### config.mk
export PLATFORM = sky130hd
export DESIGN_NAME = muldiv_sequencer
export DESIGN_NICKNAME = d
export VERILOG_FILES = /design/src/rtl/muldiv_sequencer.sv
export SDC_FILE = /design/constraint.sdc
export NUM_CORES = 1
export LEC_CHECK = 0
export CORE_ASPECT_RATIO = 0.7
export CORE_MARGIN = 2
export CORE_UTILIZATION = 65
export CTS_BUF_LIST = sky130_fd_sc_hd__clkbuf_4 sky130_fd_sc_hd__clkbuf_8
export DETAILED_ROUTE_END_ITERATION = 16
export PLACE_DENSITY = 0.84
export SETUP_SLACK_MARGIN = 0.2
export SLEW_MARGIN = 20
export SYNTH_ARGS = -nofsm -noshare
export SYNTH_HDL_FRONTEND = slang
export SYNTH_SLANG_ARGS = --single-unit
### constraint.sdc
create_clock -name clk -period 15.6 [get_ports clk]
set_input_delay 3.12 -clock clk [delete_from_list [all_inputs] [get_ports clk]]
set_output_delay 3.12 -clock clk [all_outputs]
set_load 0.02 [all_outputs]
### src/rtl/muldiv_sequencer.sv
// Iterative RV32M multiply/divide unit: radix-2 shift-add multiply and restoring divide.
// Optional macro MULDIV_EARLY_OUT_EN lets divide-by-zero, signed overflow and zero multiplies skip the loop.
module muldiv_sequencer #(
  parameter int XLEN  = 32,
  parameter int CNT_W = 6
) (
  input  logic            clk,
  input  logic            rst_n,
  input  logic            start,
  input  logic [2:0]      op,
  input  logic [XLEN-1:0] rs1,
  input  logic [XLEN-1:0] rs2,
  input  logic            flush,
  output logic            busy,
  output logic            done,
  output logic [XLEN-1:0] result
);

  typedef enum logic [1:0] {S_IDLE, S_CALC, S_FIX} state_e;

  localparam logic [2:0] OP_MUL = 3'b000;

  state_e              state_q, state_d;
  logic [CNT_W-1:0]    cnt_q, cnt_d;
  logic [2:0]          op_q, op_d;
  logic [XLEN-1:0]     b_q, b_d;
  logic [2*XLEN-1:0]   acc_q, acc_d;
  logic                neg_q, neg_d;
  logic                rneg_q, rneg_d;
  logic                spec_q, spec_d;
  logic [XLEN-1:0]     spec_val_q, spec_val_d;
  logic                done_q, done_d;
  logic [XLEN-1:0]     result_q, result_d;

  // Operand decode, used only on the launch edge.
  logic            is_div, a_signed, b_signed, s1_neg, s2_neg;
  logic            div0, ovf, mul0, special;
  logic [XLEN-1:0] a_abs, b_abs, special_val;

  always_comb begin
    is_div   = op[2];
    a_signed = is_div ? ~op[0] : (op[1:0] == 2'b01 || op[1:0] == 2'b10);
    b_signed = is_div ? ~op[0] : (op[1:0] == 2'b01);
    s1_neg   = a_signed & rs1[XLEN-1];
    s2_neg   = b_signed & rs2[XLEN-1];
    a_abs    = s1_neg ? -rs1 : rs1;
    b_abs    = s2_neg ? -rs2 : rs2;
    div0     = is_div && (rs2 == '0);
    ovf      = is_div && !op[0] && (rs1 == {1'b1, {(XLEN-1){1'b0}}}) && (rs2 == '1);
    mul0     = !is_div && (rs1 == '0 || rs2 == '0);
    special  = div0 | ovf | mul0;
    special_val = '0;
    if (div0)
      special_val = op[1] ? rs1 : '1;
    else if (ovf)
      special_val = op[1] ? '0 : {1'b1, {(XLEN-1){1'b0}}};
  end

  // One loop step. The divide subtract is XLEN+1 bits wide because the
  // shifted partial remainder can exceed XLEN bits for large divisors.
  logic [XLEN:0]     mul_sum, div_diff;
  logic [2*XLEN-1:0] mul_next, div_next;

  always_comb begin
    mul_sum  = {1'b0, acc_q[2*XLEN-1:XLEN]} + (acc_q[0] ? {1'b0, b_q} : '0);
    mul_next = {mul_sum, acc_q[XLEN-1:1]};
    div_diff = acc_q[2*XLEN-1:XLEN-1] - {1'b0, b_q};
    div_next = {(div_diff[XLEN] ? acc_q[2*XLEN-2:XLEN-1] : div_diff[XLEN-1:0]),
                acc_q[XLEN-2:0], ~div_diff[XLEN]};
  end

  logic [2*XLEN-1:0] prod;
  logic [XLEN-1:0]   quo, rem, fix_val;

  always_comb begin
    prod = neg_q  ? -acc_q : acc_q;
    quo  = neg_q  ? -acc_q[XLEN-1:0] : acc_q[XLEN-1:0];
    rem  = rneg_q ? -acc_q[2*XLEN-1:XLEN] : acc_q[2*XLEN-1:XLEN];
    if (spec_q)
      fix_val = spec_val_q;
    else if (op_q[2])
      fix_val = op_q[1] ? rem : quo;
    else
      fix_val = (op_q == OP_MUL) ? prod[XLEN-1:0] : prod[2*XLEN-1:XLEN];
  end

  always_comb begin
    // NOTE: every next-state signal gets a default first so no path can infer a latch.
    state_d    = state_q;
    cnt_d      = cnt_q;
    op_d       = op_q;
    b_d        = b_q;
    acc_d      = acc_q;
    neg_d      = neg_q;
    rneg_d     = rneg_q;
    spec_d     = spec_q;
    spec_val_d = spec_val_q;
    done_d     = 1'b0;
    result_d   = result_q;
    case (state_q)
      S_IDLE: begin
        if (start && !flush) begin
          op_d       = op;
          b_d        = b_abs;
          acc_d      = {{XLEN{1'b0}}, a_abs};
          neg_d      = s1_neg ^ s2_neg;
          rneg_d     = s1_neg;
          spec_d     = special;
          spec_val_d = special_val;
          cnt_d      = '0;
`ifdef MULDIV_EARLY_OUT_EN
          state_d    = special ? S_FIX : S_CALC;
`else
          state_d    = S_CALC;
`endif
        end
      end
      S_CALC: begin
        if (flush) begin
          state_d = S_IDLE;
        end else begin
          acc_d = op_q[2] ? div_next : mul_next;
          cnt_d = cnt_q + CNT_W'(1);
          if (cnt_q == CNT_W'(XLEN-1))
            state_d = S_FIX;
        end
      end
      S_FIX: begin
        state_d = S_IDLE;
        if (!flush) begin
          result_d = fix_val;
          done_d   = 1'b1;
        end
      end
      default: state_d = S_IDLE;
    endcase
  end

  always_ff @(posedge clk) begin
    if (!rst_n) begin
      state_q  <= S_IDLE;
      cnt_q    <= '0;
      done_q   <= 1'b0;
      result_q <= '0;
    end else begin
      state_q  <= state_d;
      cnt_q    <= cnt_d;
      done_q   <= done_d;
      result_q <= result_d;
    end
  end

  // NOTE: datapath registers are always loaded on launch before use, so they carry no reset.
  always_ff @(posedge clk) begin
    op_q       <= op_d;
    b_q        <= b_d;
    acc_q      <= acc_d;
    neg_q      <= neg_d;
    rneg_q     <= rneg_d;
    spec_q     <= spec_d;
    spec_val_q <= spec_val_d;
  end

  assign busy   = (state_q != S_IDLE);
  assign done   = done_q;
  assign result = result_q;

endmodule

==> results.sh, run 1 <==
export IMPL_dp_hpwl_mm=36.88
export IMPL_layout_commonest_cell="a21oi_1"
export IMPL_die_height_um=131.0
export IMPL_ys_types=70
export IMPL_multi_input_area_mm2=0.009438
export IMPL_start_util_pct=66.26
export IMPL_worstPathMaxFanout=32
export IMPL_cp_slowest_cell="nor4_1"
export IMPL_insertion_delay_ns=0.50
export IMPL_vias=14850
export IMPL_worstPathArrival_ns=7.02
export IMPL_layout_drive_gt1_share_pct=4.437
export IMPL_grt_max_degree=72
export IMPL_routabilityCongestion=1.005
export IMPL_num_rows=46
export IMPL_tns_ns=0
export IMPL_skew_ns=0.01949
export IMPL_finalSetupViolations=0
export IMPL_ys_flop_type="edfxtp_1"
export IMPL_wirelength_mm=50.06
export IMPL_drt_iter0_markers=2537
export IMPL_synth_fp_nets=1941
export IMPL_drv_cap=0
export IMPL_gr_total_overflow=0
export IMPL_ir_drop_mv=0.1030
export IMPL_die_x_um=185.5
export IMPL_synth_seq_cells=175
export IMPL_rrSetupSlack_ns=10.88
export IMPL_clkTransAtPathRegs_ns=0.10
export IMPL_crit_path_end_kind="register"
export IMPL_synth_cells=1797
export IMPL_root_buffer="clkbuf_8"
export IMPL_path_cells="clkdlybuf4s50_1 -> inv_1 -> ha_1 -> nand2_1 -> nor4_1 -> and2_1 -> nand2_1 -> or3_1 -> nor3b_1 -> nand2_2 -> a21oi_1"
export IMPL_antenna_left=0
export IMPL_firstDrtPassIters=7
export IMPL_fin_nets=1979
export IMPL_final_cell_mix="a21oi_1 (188), nor2_1 (181), edfxtp_1 (134), xnor2_1 (111), o21ai_0 (111)"
export IMPL_hold_path_class="reg -> reg"
export IMPL_min_period_ns=6.699
export IMPL_synth_top_cell_by_area="edfxtp_1"
export IMPL_h_tree_depth=4
export IMPL_ctsResizeCount=0
export IMPL_finalMaxSlewViolations=0
export IMPL_synth_warning_count=0
export IMPL_rr_worst_depth=14
export IMPL_area_growth_pct=10.80
export IMPL_drcViolationCount=0
export IMPL_p_leak_nw=6.490
export IMPL_fillerInstances=1763
export IMPL_synth_edf_count=134
export IMPL_syn_area_per_cell_um2=8.341
export IMPL_grt_usage_pct=41.33
export IMPL_placedInstanceArea_mm2=0.01619
export IMPL_critPathLaunchType="primary input"
export IMPL_rsz0062_at_grt="no"
export IMPL_clockBufferDepth=2
export IMPL_async_reset_ff_share_pct=0
export IMPL_grt_pass1_vias=13430
export IMPL_cts_setup_buffers=0
export IMPL_syn_area_mm2=0.01499
export IMPL_critPathKind="in -> reg"
export IMPL_clock_fmax_ghz=0.1493
export IMPL_slowest_delay_ns=0.61
export IMPL_fin_crit_sh_pct=42.94
export IMPL_required_ns=15.92
export IMPL_crit_top_cell="nand2_1"
export IMPL_slew_headroom_pct=23.79
export IMPL_io_buffers=104
export IMPL_cts_sinks=175
export IMPL_antenna_found_initial=0
export IMPL_routed_via_density=6.867
export IMPL_fin_area_mm2=0.01661
export IMPL_grt_pass1_wl_mm=75.98
export IMPL_die_area_mm2=0.02431
export IMPL_synth_seq_area_share_pct=32.32
export IMPL_status="completed"
export IMPL_fin_util_pct=73.42
export IMPL_boundaryPins=105
export IMPL_post_drt_wl_per_cell_um=23.15
export IMPL_seqCellArea_mm2=0.004845
export IMPL_tightest_slew_ns=1.139
export IMPL_hold_depth=2
export IMPL_hold_violations=0
export IMPL_cts_tree="done"
export IMPL_synth_top_cell_area_share_pct=26.85
export IMPL_p_per_area_mw_per_mm2=78.21
export IMPL_cts_buffers=17
export IMPL_coreArea_mm2=0.02262
export IMPL_synth_area_top_cells="edfxtp_1 (27%), xnor2_1 (6.5%), a21oi_1 (6.3%)"
export IMPL_hold_buffers=0
-- state kept, by name, summed over array words and instances, names as in the netlist, 2 cells and up --
register    count
acc_q          64
b_q            32
cnt_q           6
op_q            3
result         32
spec_val_q     32
state_q         2
-- worst max-delay path, delay by kind of cell --
family / cells / cell delay [ns]
AO/OA/AOI/OAI: 1 / 0.34
AND/OR/NAND/NOR: 7 / 2.81
buffers and inverters: 2 / 0.56
adder cells (fa/ha/maj): 1 / 0.17
-- worst paths after layout --
| kind | from | end |
|---|---|---|
| worst max register to register | acc_q[0]$_DFFE_PP_ | acc_q[57]$_SDFFCE_PN0P_ |
| worst min-delay path | result[7]$_SDFFE_PN0P_ | result[7]$_SDFFE_PN0P_ |
| worst min register to register | result[7]$_SDFFE_PN0P_ | result[7]$_SDFFE_PN0P_ |
| worst max-delay path | rs2[0] | spec_val_q[20]$_SDFFCE_PN0P_ |
-- cell usage after synthesis, types with 4 or more instances --
| cell | n |
|---|---|
| a21boi_0 | 5 |
| a21oi_1 | 188 |
| or3_1 | 36 |
| nor3b_1 | 6 |
| o21ai_0 | 111 |
| nor3_1 | 25 |
| a21o_1 | 44 |
| a211oi_1 | 11 |
| nor2b_1 | 13 |
| clkbuf_1 | 97 |
| and3_1 | 21 |
| o21a_1 | 10 |
| or4_1 | 10 |
| o31a_1 | 4 |
| or2_2 | 12 |
| a311oi_1 | 5 |
| o211ai_1 | 31 |
| a221oi_1 | 8 |
| nand3_1 | 39 |
| edfxtp_1 | 134 |
| xnor2_1 | 112 |
| inv_1 | 89 |
| a31oi_1 | 21 |
| o31ai_1 | 22 |
| o22ai_1 | 13 |
| dfxtp_1 | 41 |
| nor4_1 | 20 |
| a22o_1 | 5 |
| o41ai_1 | 6 |
| xor2_1 | 87 |
| nand4_1 | 28 |
| ha_1 | 71 |
| mux2i_1 | 65 |
| o221ai_1 | 19 |
| and2_1 | 9 |
| nand2_1 | 110 |
| nor2_1 | 182 |
| buf_1 | 7 |
| nand2b_1 | 23 |
| nand3b_1 | 6 |
-- layer usage --
| metal | vias to the layer above | wire length [um] | global-route usage [%] |
|---|---|---|---|
| li1 | 6668 | - | - |
| met5 | - | 64 | 2.000 |
| met3 | 136 | 7531 | 14.22 |
| met4 | 2 | 1367 | 12.51 |
| met2 | 1083 | 19910 | 56.45 |
| met1 | 6958 | 21190 | 60.77 |
-- cell type report --
| cell class | instances | area share (%) |
|---|---|---|
| Clock buffer | 19 | 1.575 |
| Sequential cell | 175 | 29.17 |
| Tap cell | 312 | 2.351 |
| Inverter | 90 | 2.034 |
| Clock inverter | 13 | 0.8815 |
| Antenna cell | 2 | 0.03014 |
| Multi-Input combinational cell | 1428 | 56.83 |
| Timing Repair Buffer | 123 | 7.127 |
-- cell families after synthesis --
group / count (synthesis) / synth area share, %
DFF: 175 / 32.32
muxes: 65 / 4.341
xor gates and xnor gates: 199 / 11.63
buffers and inverters: 194 / 4.859
AOI/OAI and AO/OA: 534 / 22.23
and+or+nand+nor: 557 / 18.42
adders and majority gates: 73 / 6.194
-- stage by stage --
stage                     std cells  total power [mW]  hold slack (ns)  setup slack, ns
after global placement         2128            0.9313           0.4509            8.315
after global routing           2160             1.339           0.5294            8.731
final                          2162             1.299           0.4836            8.901
after CTS                      2160             1.279           0.4757            9.048
after detailed placement       2128            0.9411           0.4603            8.530
after floorplan                1797            0.8270           0.4482            8.562
-- report_power, final --
part / leakage (nW) / switching, mW / internal [mW]
combinational: 4.71 / 0.227 / 0.151
clock: 0.209 / 0.196 / 0.154
sequential: 1.58 / 0.0373 / 0.533
total: 6.49 / 0.461 / 0.838
Note: power is estimated with default switching activity, not from simulation.
==> run 2, diff against run 1 <==
--- a/config.mk
+++ b/config.mk
@@ -7,10 +7,10 @@
 export LEC_CHECK = 0
 export CORE_ASPECT_RATIO = 0.7
 export CORE_MARGIN = 2
-export CORE_UTILIZATION = 65
+export CORE_UTILIZATION = 56
 export CTS_BUF_LIST = sky130_fd_sc_hd__clkbuf_4 sky130_fd_sc_hd__clkbuf_8
 export DETAILED_ROUTE_END_ITERATION = 16
-export PLACE_DENSITY = 0.84
+export PLACE_DENSITY = 0.76
 export SETUP_SLACK_MARGIN = 0.2
 export SLEW_MARGIN = 20
 export SYNTH_ARGS = -nofsm -noshare
==> constraint.sdc (replaced) <==
create_clock -name clk -period 5.4 [get_ports clk]
set_input_delay 1.08 -clock clk [delete_from_list [all_inputs] [get_ports clk]]
set_output_delay 1.08 -clock clk [all_outputs]
set_load 0.02 [all_outputs]
==> results.sh, run 2 (same netlist as run 1, synthesis figures left out) <==
export IMPL_status="finished, violations left"
export IMPL_violations="DRC"
export IMPL_diodes=0
export IMPL_fin_cells=2219
export IMPL_drcViolationCount=2
export IMPL_finalSetupViolations=0
export IMPL_dpl_cell_count=2187
export IMPL_routed_via_density=6.526
export IMPL_hold_ws_ns=0.4705
export IMPL_rr_worst_depth=14
export IMPL_cts_sinks=175
export IMPL_slew_headroom_pct=35.55
export IMPL_fin_crit_sh_pct=81.04
export IMPL_antenna_found_initial=0
export IMPL_slowest_delay_ns=0.55
export IMPL_pwr_share_clk_pct=26.6
export IMPL_insertion_delay_ns=0.51
export IMPL_io_buffers=104
export IMPL_grt_pass1_vias=13120
export IMPL_hold_buffers=0
export IMPL_tns_ns=0
export IMPL_path_cells="inv_1 -> ha_1 -> fa_1 -> nor2b_1 -> o31a_1 -> o31a_1 -> a31o_2 -> nand4_1 -> or3b_2 -> nand2_1 -> xnor2_2 -> buf_4 -> mux2i_1 -> a22o_1"
export IMPL_cts_tree="done"
export IMPL_clockBufferDepth=2
export IMPL_num_rows=50
export IMPL_min_period_ns=4.376
export IMPL_die_height_um=140.9
export IMPL_grt_usage_pct=34.25
export IMPL_largest_reg_flops=64
export IMPL_fillerInstances=2364
export IMPL_hold_path_class="reg -> reg"
export IMPL_area_growth_pct=11.44
export IMPL_skew_ns=0.01831
export IMPL_post_drt_wl_per_cell_um=21.70
export IMPL_p_int_mw=2.364
export IMPL_p_leak_nw=6.516
export IMPL_clock_fmax_ghz=0.2285
export IMPL_p_per_area_mw_per_mm2=222.0
export IMPL_fin_area_mm2=0.01670
export IMPL_switching_share_pct=36.23
export IMPL_h_tree_depth=4
export IMPL_grt_max_degree=71
export IMPL_hold_violations=0
export IMPL_finalMaxSlewViolations=0
export IMPL_gr_total_overflow=0
export IMPL_rsz0062_at_grt="no"
export IMPL_root_buffer="clkbuf_8"
export IMPL_final_cell_mix="a21oi_1 (188), nor2_1 (182), edfxtp_1 (134), xnor2_1 (111), o21ai_0 (111)"
export IMPL_cts_buffers=17
export IMPL_p_total_mw=3.708
export IMPL_cts_setup_buffers=0
export IMPL_vias=14480
export IMPL_drt_iter0_markers=2066
export IMPL_crit_top_cell="o31a_1"
export IMPL_tightest_slew_ns=0.9567
export IMPL_die_area_mm2=0.02811
export IMPL_worstPathArrival_ns=4.64
export IMPL_die_x_um=199.5
export IMPL_ctsResizeCount=0
export IMPL_worstPathMaxFanout=27
export IMPL_boundaryPins=105
export IMPL_dp_hpwl_mm=36.39
export IMPL_antenna_left=0
export IMPL_wirelength_mm=48.15
export IMPL_critPathLaunchType="register"
export IMPL_top_register="acc_q"
export IMPL_firstDrtPassIters=12
export IMPL_required_ns=5.66
export IMPL_coreArea_mm2=0.02653
export IMPL_crit_path_end_kind="register"
export IMPL_drv_cap=0
export IMPL_placedInstanceArea_mm2=0.01630
export IMPL_fin_nets=1986
export IMPL_cp_slowest_cell="buf_4"
export IMPL_grt_pass1_wl_mm=73.97
export IMPL_critPathKind="reg -> reg"
export IMPL_layout_drive_gt1_share_pct=4.636
export IMPL_netSwitchingPower_mw=1.343
export IMPL_clkTransAtPathRegs_ns=0.11
export IMPL_start_util_pct=56.50
export IMPL_hold_depth=2
export IMPL_ir_drop_mv=0.1562
export IMPL_layout_commonest_cell="a21oi_1"
export IMPL_combinationalPowerShare_pct=29.1
export IMPL_sequentialPowerShare_pct=44.3
export IMPL_routabilityCongestion=1.010
-- run 2: area by class of cell --
type / count / area, um^2 / area share [%]
Multi-Input combinational cell: 1428 / 9430 / 56.46
Inverter: 90 / 337.8 / 2.023
Tap cell: 364 / 455.4 / 2.727
Timing Repair Buffer: 130 / 1236 / 7.401
Clock inverter: 15 / 163.9 / 0.9813
Sequential cell: 175 / 4845 / 29.01
Clock buffer: 17 / 234.0 / 1.401
-- run 2: final timing paths --
| kind | startpoint | end | slack, ns |
|---|---|---|---|
| worst max-delay path | acc_q[31]$_DFFE_PP_ | acc_q[33]$_SDFFCE_PN0P_ | 1.02 |
| worst min-delay path | result[7]$_SDFFE_PN0P_ | result[7]$_SDFFE_PN0P_ | 0.47 |
| worst max register to register | acc_q[31]$_DFFE_PP_ | acc_q[33]$_SDFFCE_PN0P_ | 1.02 |
| worst min register to register | result[7]$_SDFFE_PN0P_ | result[7]$_SDFFE_PN0P_ | 0.47 |
-- run 2: critical path: cells and delay by family (launching register included) --
family | cells | cell delay (ns)
compound gates | 4 | 0.89
simple gates | 4 | 0.74
buf+inv | 2 | 0.68
fa+ha+maj | 2 | 0.64
xor+xnor | 1 | 0.50
flops | 1 | 0.49
mux | 1 | 0.15
-- run 2: metal layers --
layer	vias to the layer above	track usage [%]	part of all wire (%)
met5	-	0	0
met4	0	7.524	1.5
met3	69	9.043	13
met2	872	47.42	40
met1	6843	52.79	45
li1	6697	-	-
-- run 2: metrics by stage --
step | util, % | worst slack [ns]
after floorplan | - | 0.4022
after global placement | 61.47 | 0.9031
after detailed placement | 61.47 | 0.8083
after CTS | 62.97 | 1.159
after global routing | 62.97 | 0.8286
final | 62.97 | 1.024
-- run 2: power by group through the flow --
stage               clock network [mW]  registers, mW  logic (mW)
floorplan                            0           1.61       0.776
global placement                     0           1.66        1.03
detailed placement                   0           1.67        1.05
CTS                              0.983           1.64        1.05
global route                      1.03           1.65        1.17
finish                           0.988           1.64        1.08
